[config.mk]
export PLATFORM = sky130hd
export DESIGN_NAME = tag_lookup_ctrl
export DESIGN_NICKNAME = d
export VERILOG_FILES = /design/src/rtl/tag_pkg.sv /design/src/rtl/tag_match.sv /design/src/rtl/tag_lookup_ctrl.sv
export SDC_FILE = /design/constraint.sdc
export NUM_CORES = 1
export LEC_CHECK = 0
export ABC_AREA = 1
export BUFFER_PORTS_ARGS = -buffer_cell sky130_fd_sc_hd__buf_4
export CORE_AREA = 2 2 164 166
export CTS_BUF_LIST = sky130_fd_sc_hd__clkbuf_2
export DETAILED_ROUTE_END_ITERATION = 10
export DIE_AREA = 0 0 166 168
export GPL_TIMING_DRIVEN = 1
export HOLD_SLACK_MARGIN = 0.03
export PLACE_DENSITY = 0.56
export RECOVER_POWER = 50
export SETUP_SLACK_MARGIN = 0.02
export SKIP_LAST_GASP = 1
export SLEW_MARGIN = 10
export SYNTH_ARGS = -nofsm -noshare
export SYNTH_HDL_FRONTEND = slang
export SYNTH_SLANG_ARGS = --single-unit
[constraint.sdc]
create_clock -name clock -period 4.2 [get_ports clock]
set_clock_uncertainty 0.1 [all_clocks]
set_input_delay 1.05 -clock clock [delete_from_list [all_inputs] [get_ports clock]]
set_output_delay 1.05 -clock clock [all_outputs]
set_load 0.01 [all_outputs]
[src/rtl/tag_pkg.sv]
// Shared geometry, entry format and FSM state encoding for the tag lookup
// controller and its way comparator.
package tag_pkg;

  localparam int SETS = 128;           // number of sets
  localparam int WAYS = 8;             // number of ways
  localparam int TAGW = 19;            // tag width
  localparam int ENTW = TAGW + 1;      // stored entry = {valid, tag}
  localparam int SETW = $clog2(SETS);  // set index width

  typedef logic [ENTW-1:0] entry_t;

  typedef enum logic {
    ST_INIT = 1'b0,
    ST_RUN  = 1'b1
  } state_t;

  // Builds a valid entry holding the given tag.
  function automatic entry_t make_entry(input logic [TAGW-1:0] tag);
    return {1'b1, tag};
  endfunction

endpackage

[src/rtl/tag_match.sv]
// N-way tag comparator: a way matches when its entry is valid and its tag
// equals the lookup tag. Reports the match vector, any-hit and multi-hit.
module tag_match
  import tag_pkg::*;
(
  input  entry_t [WAYS-1:0] entries,
  input  logic [TAGW-1:0]   tag,
  output logic [WAYS-1:0]   way_oh,
  output logic              hit,
  output logic              multi
);

  // Per-way compare plus hit / more-than-one-hit reduction.
  always_comb begin
    way_oh = '0;
    for (int w = 0; w < WAYS; w++) begin
      way_oh[w] = entries[w][ENTW-1] && (entries[w][TAGW-1:0] == tag);
    end
    hit   = |way_oh;
    // Clearing the lowest set bit leaves something only if two or more are set.
    multi = |(way_oh & (way_oh - WAYS'(1)));
  end

endmodule

[src/rtl/tag_lookup_ctrl.sv]
// Tag array controller: clears the array after reset, then serves 2-stage
// lookups (S0 issues the read, S1 compares) and single-cycle refill writes.
//
// Handshakes (req, resp, fill): a transfer happens on a rising edge where
// valid and ready are both high; valid must not depend on ready, and the
// payload must be stable while valid is high and ready is low.
//
// Optional feature: define TAG_BYPASS_EN to forward fills that hit the set
// being compared into the S1 compare instead of stalling the conflicting
// request or fill.
module tag_lookup_ctrl
  import tag_pkg::*;
(
  input  logic            clock,
  input  logic            reset,
  input  logic            io_req_valid,
  output logic            io_req_ready,
  input  logic [SETW-1:0] io_req_set,
  input  logic [TAGW-1:0] io_req_tag,
  output logic            io_resp_valid,
  input  logic            io_resp_ready,
  output logic            io_resp_hit,
  output logic [WAYS-1:0] io_resp_wayOH,
  output logic            io_resp_multi,
  input  logic            io_fill_valid,
  output logic            io_fill_ready,
  input  logic [SETW-1:0] io_fill_set,
  input  logic [TAGW-1:0] io_fill_tag,
  input  logic [WAYS-1:0] io_fill_wayOH,
  output logic [SETW-1:0] io_arr_r_addr,
  input  logic [ENTW-1:0] io_arr_r_data_0,
  input  logic [ENTW-1:0] io_arr_r_data_1,
  input  logic [ENTW-1:0] io_arr_r_data_2,
  input  logic [ENTW-1:0] io_arr_r_data_3,
  input  logic [ENTW-1:0] io_arr_r_data_4,
  input  logic [ENTW-1:0] io_arr_r_data_5,
  input  logic [ENTW-1:0] io_arr_r_data_6,
  input  logic [ENTW-1:0] io_arr_r_data_7,
  output logic            io_arr_w_en,
  output logic [SETW-1:0] io_arr_w_addr,
  output logic [WAYS-1:0] io_arr_w_maskOH,
  output logic [ENTW-1:0] io_arr_w_data_0,
  output logic [ENTW-1:0] io_arr_w_data_1,
  output logic [ENTW-1:0] io_arr_w_data_2,
  output logic [ENTW-1:0] io_arr_w_data_3,
  output logic [ENTW-1:0] io_arr_w_data_4,
  output logic [ENTW-1:0] io_arr_w_data_5,
  output logic [ENTW-1:0] io_arr_w_data_6,
  output logic [ENTW-1:0] io_arr_w_data_7,
  output logic            io_init_busy,
  output state_t          dbg_state
);

  state_t            state;
  logic [SETW-1:0]   init_cnt;
  logic              s1_valid;
  logic [SETW-1:0]   s1_set;
  logic [TAGW-1:0]   s1_tag;

  logic              is_run;
  logic              s1_hold;
  logic              fill_fire;
  logic              req_fire;

  entry_t [WAYS-1:0] r_data;
  entry_t [WAYS-1:0] cmp_data;
  entry_t            w_data [WAYS];
  logic [WAYS-1:0]   match_oh;
  logic              match_hit;
  logic              match_multi;

  assign r_data = {io_arr_r_data_7, io_arr_r_data_6, io_arr_r_data_5, io_arr_r_data_4,
                   io_arr_r_data_3, io_arr_r_data_2, io_arr_r_data_1, io_arr_r_data_0};

  assign is_run  = (state == ST_RUN);
  // S1 is stuck while its response is offered but not taken.
  assign s1_hold = s1_valid && !io_resp_ready;

  // Fill and request acceptance, including the set-conflict interlocks.
  always_comb begin
`ifdef TAG_BYPASS_EN
    io_fill_ready = is_run;
`else
    // A fill to the set under compare would race the read data it relies on.
    io_fill_ready = is_run && !(s1_valid && (io_fill_set == s1_set));
`endif
    fill_fire    = io_fill_valid && io_fill_ready;
`ifdef TAG_BYPASS_EN
    io_req_ready = is_run && !s1_hold;
`else
    // The array returns pre-write data for a same-cycle write, so hold the
    // request off until the fill has landed.
    io_req_ready = is_run && !s1_hold && !(fill_fire && (io_fill_set == io_req_set));
`endif
    req_fire     = io_req_valid && io_req_ready;
  end

  // Read address: keep re-reading the S1 set while held so its data stays live.
  always_comb begin
    if (s1_hold) begin
      io_arr_r_addr = s1_set;
    end else if (is_run) begin
      io_arr_r_addr = io_req_set;
    end else begin
      io_arr_r_addr = '0;
    end
  end

  // Array write port: clear sweep during INIT, refill writes during RUN.
  always_comb begin
    io_arr_w_en     = 1'b0;
    io_arr_w_addr   = '0;
    io_arr_w_maskOH = '0;
    for (int w = 0; w < WAYS; w++) begin
      w_data[w] = '0;
    end
    if (!is_run) begin
      io_arr_w_en     = 1'b1;
      io_arr_w_addr   = init_cnt;
      io_arr_w_maskOH = '1;
    end else if (fill_fire) begin
      io_arr_w_en     = 1'b1;
      io_arr_w_addr   = io_fill_set;
      io_arr_w_maskOH = io_fill_wayOH;
      for (int w = 0; w < WAYS; w++) begin
        w_data[w] = make_entry(io_fill_tag);
      end
    end
  end

  assign io_arr_w_data_0 = w_data[0];
  assign io_arr_w_data_1 = w_data[1];
  assign io_arr_w_data_2 = w_data[2];
  assign io_arr_w_data_3 = w_data[3];
  assign io_arr_w_data_4 = w_data[4];
  assign io_arr_w_data_5 = w_data[5];
  assign io_arr_w_data_6 = w_data[6];
  assign io_arr_w_data_7 = w_data[7];

  // Control FSM: INIT clears every set once, RUN advances the lookup pipe.
  always_ff @(posedge clock) begin
    if (reset) begin
      state    <= ST_INIT;
      init_cnt <= '0;
      s1_valid <= 1'b0;
      s1_set   <= '0;
      s1_tag   <= '0;
    end else begin
      case (state)
        ST_INIT: begin
          init_cnt <= init_cnt + SETW'(1);
          if (init_cnt == SETW'(SETS - 1)) begin
            state <= ST_RUN;
          end
        end
        ST_RUN: begin
          if (!s1_hold) begin
            s1_valid <= req_fire;
            if (req_fire) begin
              s1_set <= io_req_set;
              s1_tag <= io_req_tag;
            end
          end
        end
        default: begin
          state    <= ST_INIT;
          init_cnt <= '0;
        end
      endcase
    end
  end

`ifdef TAG_BYPASS_EN
  logic [WAYS-1:0] byp_valid;
  logic [TAGW-1:0] byp_tag [WAYS];
  logic            byp_issue;
  logic            byp_held;

  // Fill collides with the set entering S1, or with the set held in S1.
  assign byp_issue = req_fire && fill_fire && (io_fill_set == io_req_set);
  assign byp_held  = s1_hold && fill_fire && (io_fill_set == s1_set);

  // Per-way overlay flags: restart with each new lookup, accumulate while held.
  always_ff @(posedge clock) begin
    if (reset) begin
      byp_valid <= '0;
    end else if (req_fire) begin
      byp_valid <= byp_issue ? io_fill_wayOH : '0;
    end else if (byp_held) begin
      byp_valid <= byp_valid | io_fill_wayOH;
    end
  end

  // Overlay tags: latest fill tag per masked way.
  always_ff @(posedge clock) begin
    for (int w = 0; w < WAYS; w++) begin
      if ((byp_issue || byp_held) && io_fill_wayOH[w]) begin
        byp_tag[w] <= io_fill_tag;
      end
    end
  end

  // Compare data: forwarded fill entries take precedence over array data.
  always_comb begin
    for (int w = 0; w < WAYS; w++) begin
      cmp_data[w] = byp_valid[w] ? make_entry(byp_tag[w]) : r_data[w];
    end
  end
`else
  assign cmp_data = r_data;
`endif

  tag_match u_match (
    .entries (cmp_data),
    .tag     (s1_tag),
    .way_oh  (match_oh),
    .hit     (match_hit),
    .multi   (match_multi)
  );

  assign io_resp_valid = s1_valid;
  assign io_resp_hit   = s1_valid && match_hit;
  assign io_resp_wayOH = s1_valid ? match_oh : '0;
  assign io_resp_multi = s1_valid && match_multi;
  assign io_init_busy  = !is_run;
  assign dbg_state     = state;

endmodule

==> out/results.ini <==
[run_status]
status=finished clean

[floorplan]
start_util_pct=22.24
pin_count=423
row_count=60
dieHeight_um=168
fp.dieW_um=166
die-area_um2=27890
core_area_um2=26350

[grt]
first_global_vias=6684
use_met3_pct=2.844
grt_overflow=0
grt_usage_pct=17.85
grt_pass1_wl_um=38780
grt_use_met1_pct=24.30
top_usage_layer=met2
grt_max_degree=32
grt_util_met2_pct=28.50
antenna_found_initial=1

[pwr]
power.density_nw_per_um2=105.0
leakage_nw=4.358
vdd_drop_max_v=0.00007831

[drt]
drcViolationCount=0
drt-initial-drc-count=506
via_per_inst=4.290
wl_um=26630
antenna_left=0
wl_per_cell_um=15.97
vias=7152
drtPass1Iterations=5

[setup_path]
crit_path_end=io_arr_w_data_4[8]
r2r_end=s1_tag[2]$_SDFFE_PP0P_
required_ns=3.05
path_class=input port to primary output
setup.worst_path.end_class=primary output
r2r_setup_slack_ns=0.86
cp-startpoint=io_fill_set[1]
reg2regPathDepth=8
cp-start-kind=input port
arrival_ns=2.79
critPathMaxFanout=12
regToRegStartpoint=io_resp_valid$_SDFFE_PP0P_

[sta]
finalWorstSetupSlack_ns=0.2593
finalMaxSlewViolations=0
rsz0062_at_grt=yes
relSlewSlack_pct=16.81
finalHoldViolCount=0
period_minus_slack_ns=3.941
tightest_slew_ns=1.244
fmax_mhz=253.8
finalSetupViolations=0
tns_ns=0
fin_crit_sh_pct=93.83

[clock_tree]
worstSkewPairLatency_ns=0.40
cts_tree=built
htree_levels=2
cts_inserted_buffers=5
cts.path.max_buffers=2
postCtsHoldBufs=0
cts_root_buf=clkbuf_2
path_clk_slew_ns=0.20
clock_sinks=35

[worst_hold_path]
whs_path_depth=2
hp-class=flip-flop to flip-flop

[yosys]
syn_avg_cell_area_um2=5.508
yosys-top-cells-area=nand2_1 (19%), buf_4 (19%), dfxtp_1 (12%)
yosysUniqueCellTypes=42
synthFlopType=dfxtp_1
synthArstFlopShare_pct=0
synth_area_um2=5861
ys_seq_elements=35
synth_top_cell_area_share_pct=18.89
synth_fp_nets=1290
yosys.area.top_type=nand2_1
synth-edff-count=0
netlist_instances=1064
synth-seq-area-share_pct=11.96
yosysWarnings=0

[final_layout]
most-common-layout-cells=buf_4 (354), nand2_1 (295), inv_1 (165)
final_area_um2=7985
postLayoutCoreUtil_pct=30.30
fin_nets=1550
syn2layout_area_growth_pct=36.25
layout-drive-gt1-share_pct=29.66
final_common_cell=buf_4

[placement]
place_ws_ns=0.1318
portBuffers=422
place_congestion=0.9440
place_area_um2=8249
dp_hpwl_um=22220

[job]
drv_cap=0

## state kept, by name (all words and copies together), names as in the netlist
name,count
s1_set,7
io_resp_valid,1
s1_tag,19
dbg_state,1
init_cnt,7
## final cells by class
type / count / area (µm²)
Antenna cell: 1 / 2.502
Clock buffer: 7 / 35.03
Clock inverter: 1 / 5.005
Fill cell: 3111 / 18370
Inverter: 178 / 671.9
Multi-Input combinational cell: 673 / 3179
Sequential cell: 35 / 701.9
Tap cell: 341 / 426.7
Timing Repair Buffer: 431 / 2963
## critical path, cell delays in order
cell     delay [ns]
buf_4          0.09
inv_1          0.06
o22ai_1        0.19
nor4_2         0.06
nand3_1        0.10
nand2_1        0.07
inv_2          0.07
nand2_2        0.18
buf_12         0.22
nor2_1         0.46
buf_4          0.23
## synthesized netlist by cell type (all sizes together) (2+ instances only)
cell type,number
clkbuf,6
inv,177
nand3,25
a21oi,12
o21ai,60
nor3,6
buf,172
a22o,2
or2,3
a221oi,3
xnor2,35
a211oi,2
nor4,4
nand2,306
dfxtp,35
xor2,15
nand4,34
nor2,137
o2111ai,2
a21boi,2
o22ai,19
## metal layers
metal | routed length [µm] | share of wire [%]
met2 | 11950 | 45
met5 | 0 | 0
met1 | 11810 | 44
met4 | 811 | 3.0
met3 | 2056 | 7.7
## timing repair
| item | CTS | global route |
|---|---|---|
| buffers inserted | 0 | 1 |
| endpoints found under the setup margin | 0 | 36 |
| resized for setup | 0 | 6 |
## through the flow
stage	total power [mW]	hold WS, ns	instances
6_report	0.8381	0.3794	1667
3_5_place_dp	0.6837	0.3532	1657
5_1_grt	0.8980	0.3913	1667
2_1_floorplan	0.4681	0.3329	1064
3_3_place_gp	0.6823	0.3474	1657
4_1_cts	0.8491	0.3770	1665
## worst min-delay path by stage
stage                             start                    to  slack, ns
4_1_cts        init_cnt[6]$_SDFFE_PP0N_  dbg_state$_SDFF_PP0_       0.38
2_1_floorplan  init_cnt[6]$_SDFFE_PP0N_  dbg_state$_SDFF_PP0_       0.33
5_1_grt        init_cnt[6]$_SDFFE_PP0N_  dbg_state$_SDFF_PP0_       0.39
6_report       init_cnt[6]$_SDFFE_PP0N_  dbg_state$_SDFF_PP0_       0.38
3_3_place_gp   init_cnt[6]$_SDFFE_PP0N_  dbg_state$_SDFF_PP0_       0.35
3_5_place_dp   init_cnt[6]$_SDFFE_PP0N_  dbg_state$_SDFF_PP0_       0.35
## where the power goes
group          switching, mW  internal (mW)
clock network          0.118         0.0454
logic                  0.144          0.193
registers            0.00262          0.335
## kinds of logic (layout without fill, tap and decap cells)
| logic type | Yosys count | after routing | synth area share [%] |
|---|---|---|---|
| and+or+nand+nor | 517 | 517 | 37.00 |
| adders and majority gates | 1 | 1 | 0.2135 |
| xor gates and xnor gates | 50 | 50 | 7.472 |
| AOI/OAI and AO/OA | 105 | 105 | 10.14 |
| DFF | 35 | 35 | 11.96 |
| other | 0 | 1 | 0 |
| buffers and inverters | 356 | 617 | 33.22 |
(Power assumes the default switching activity.)
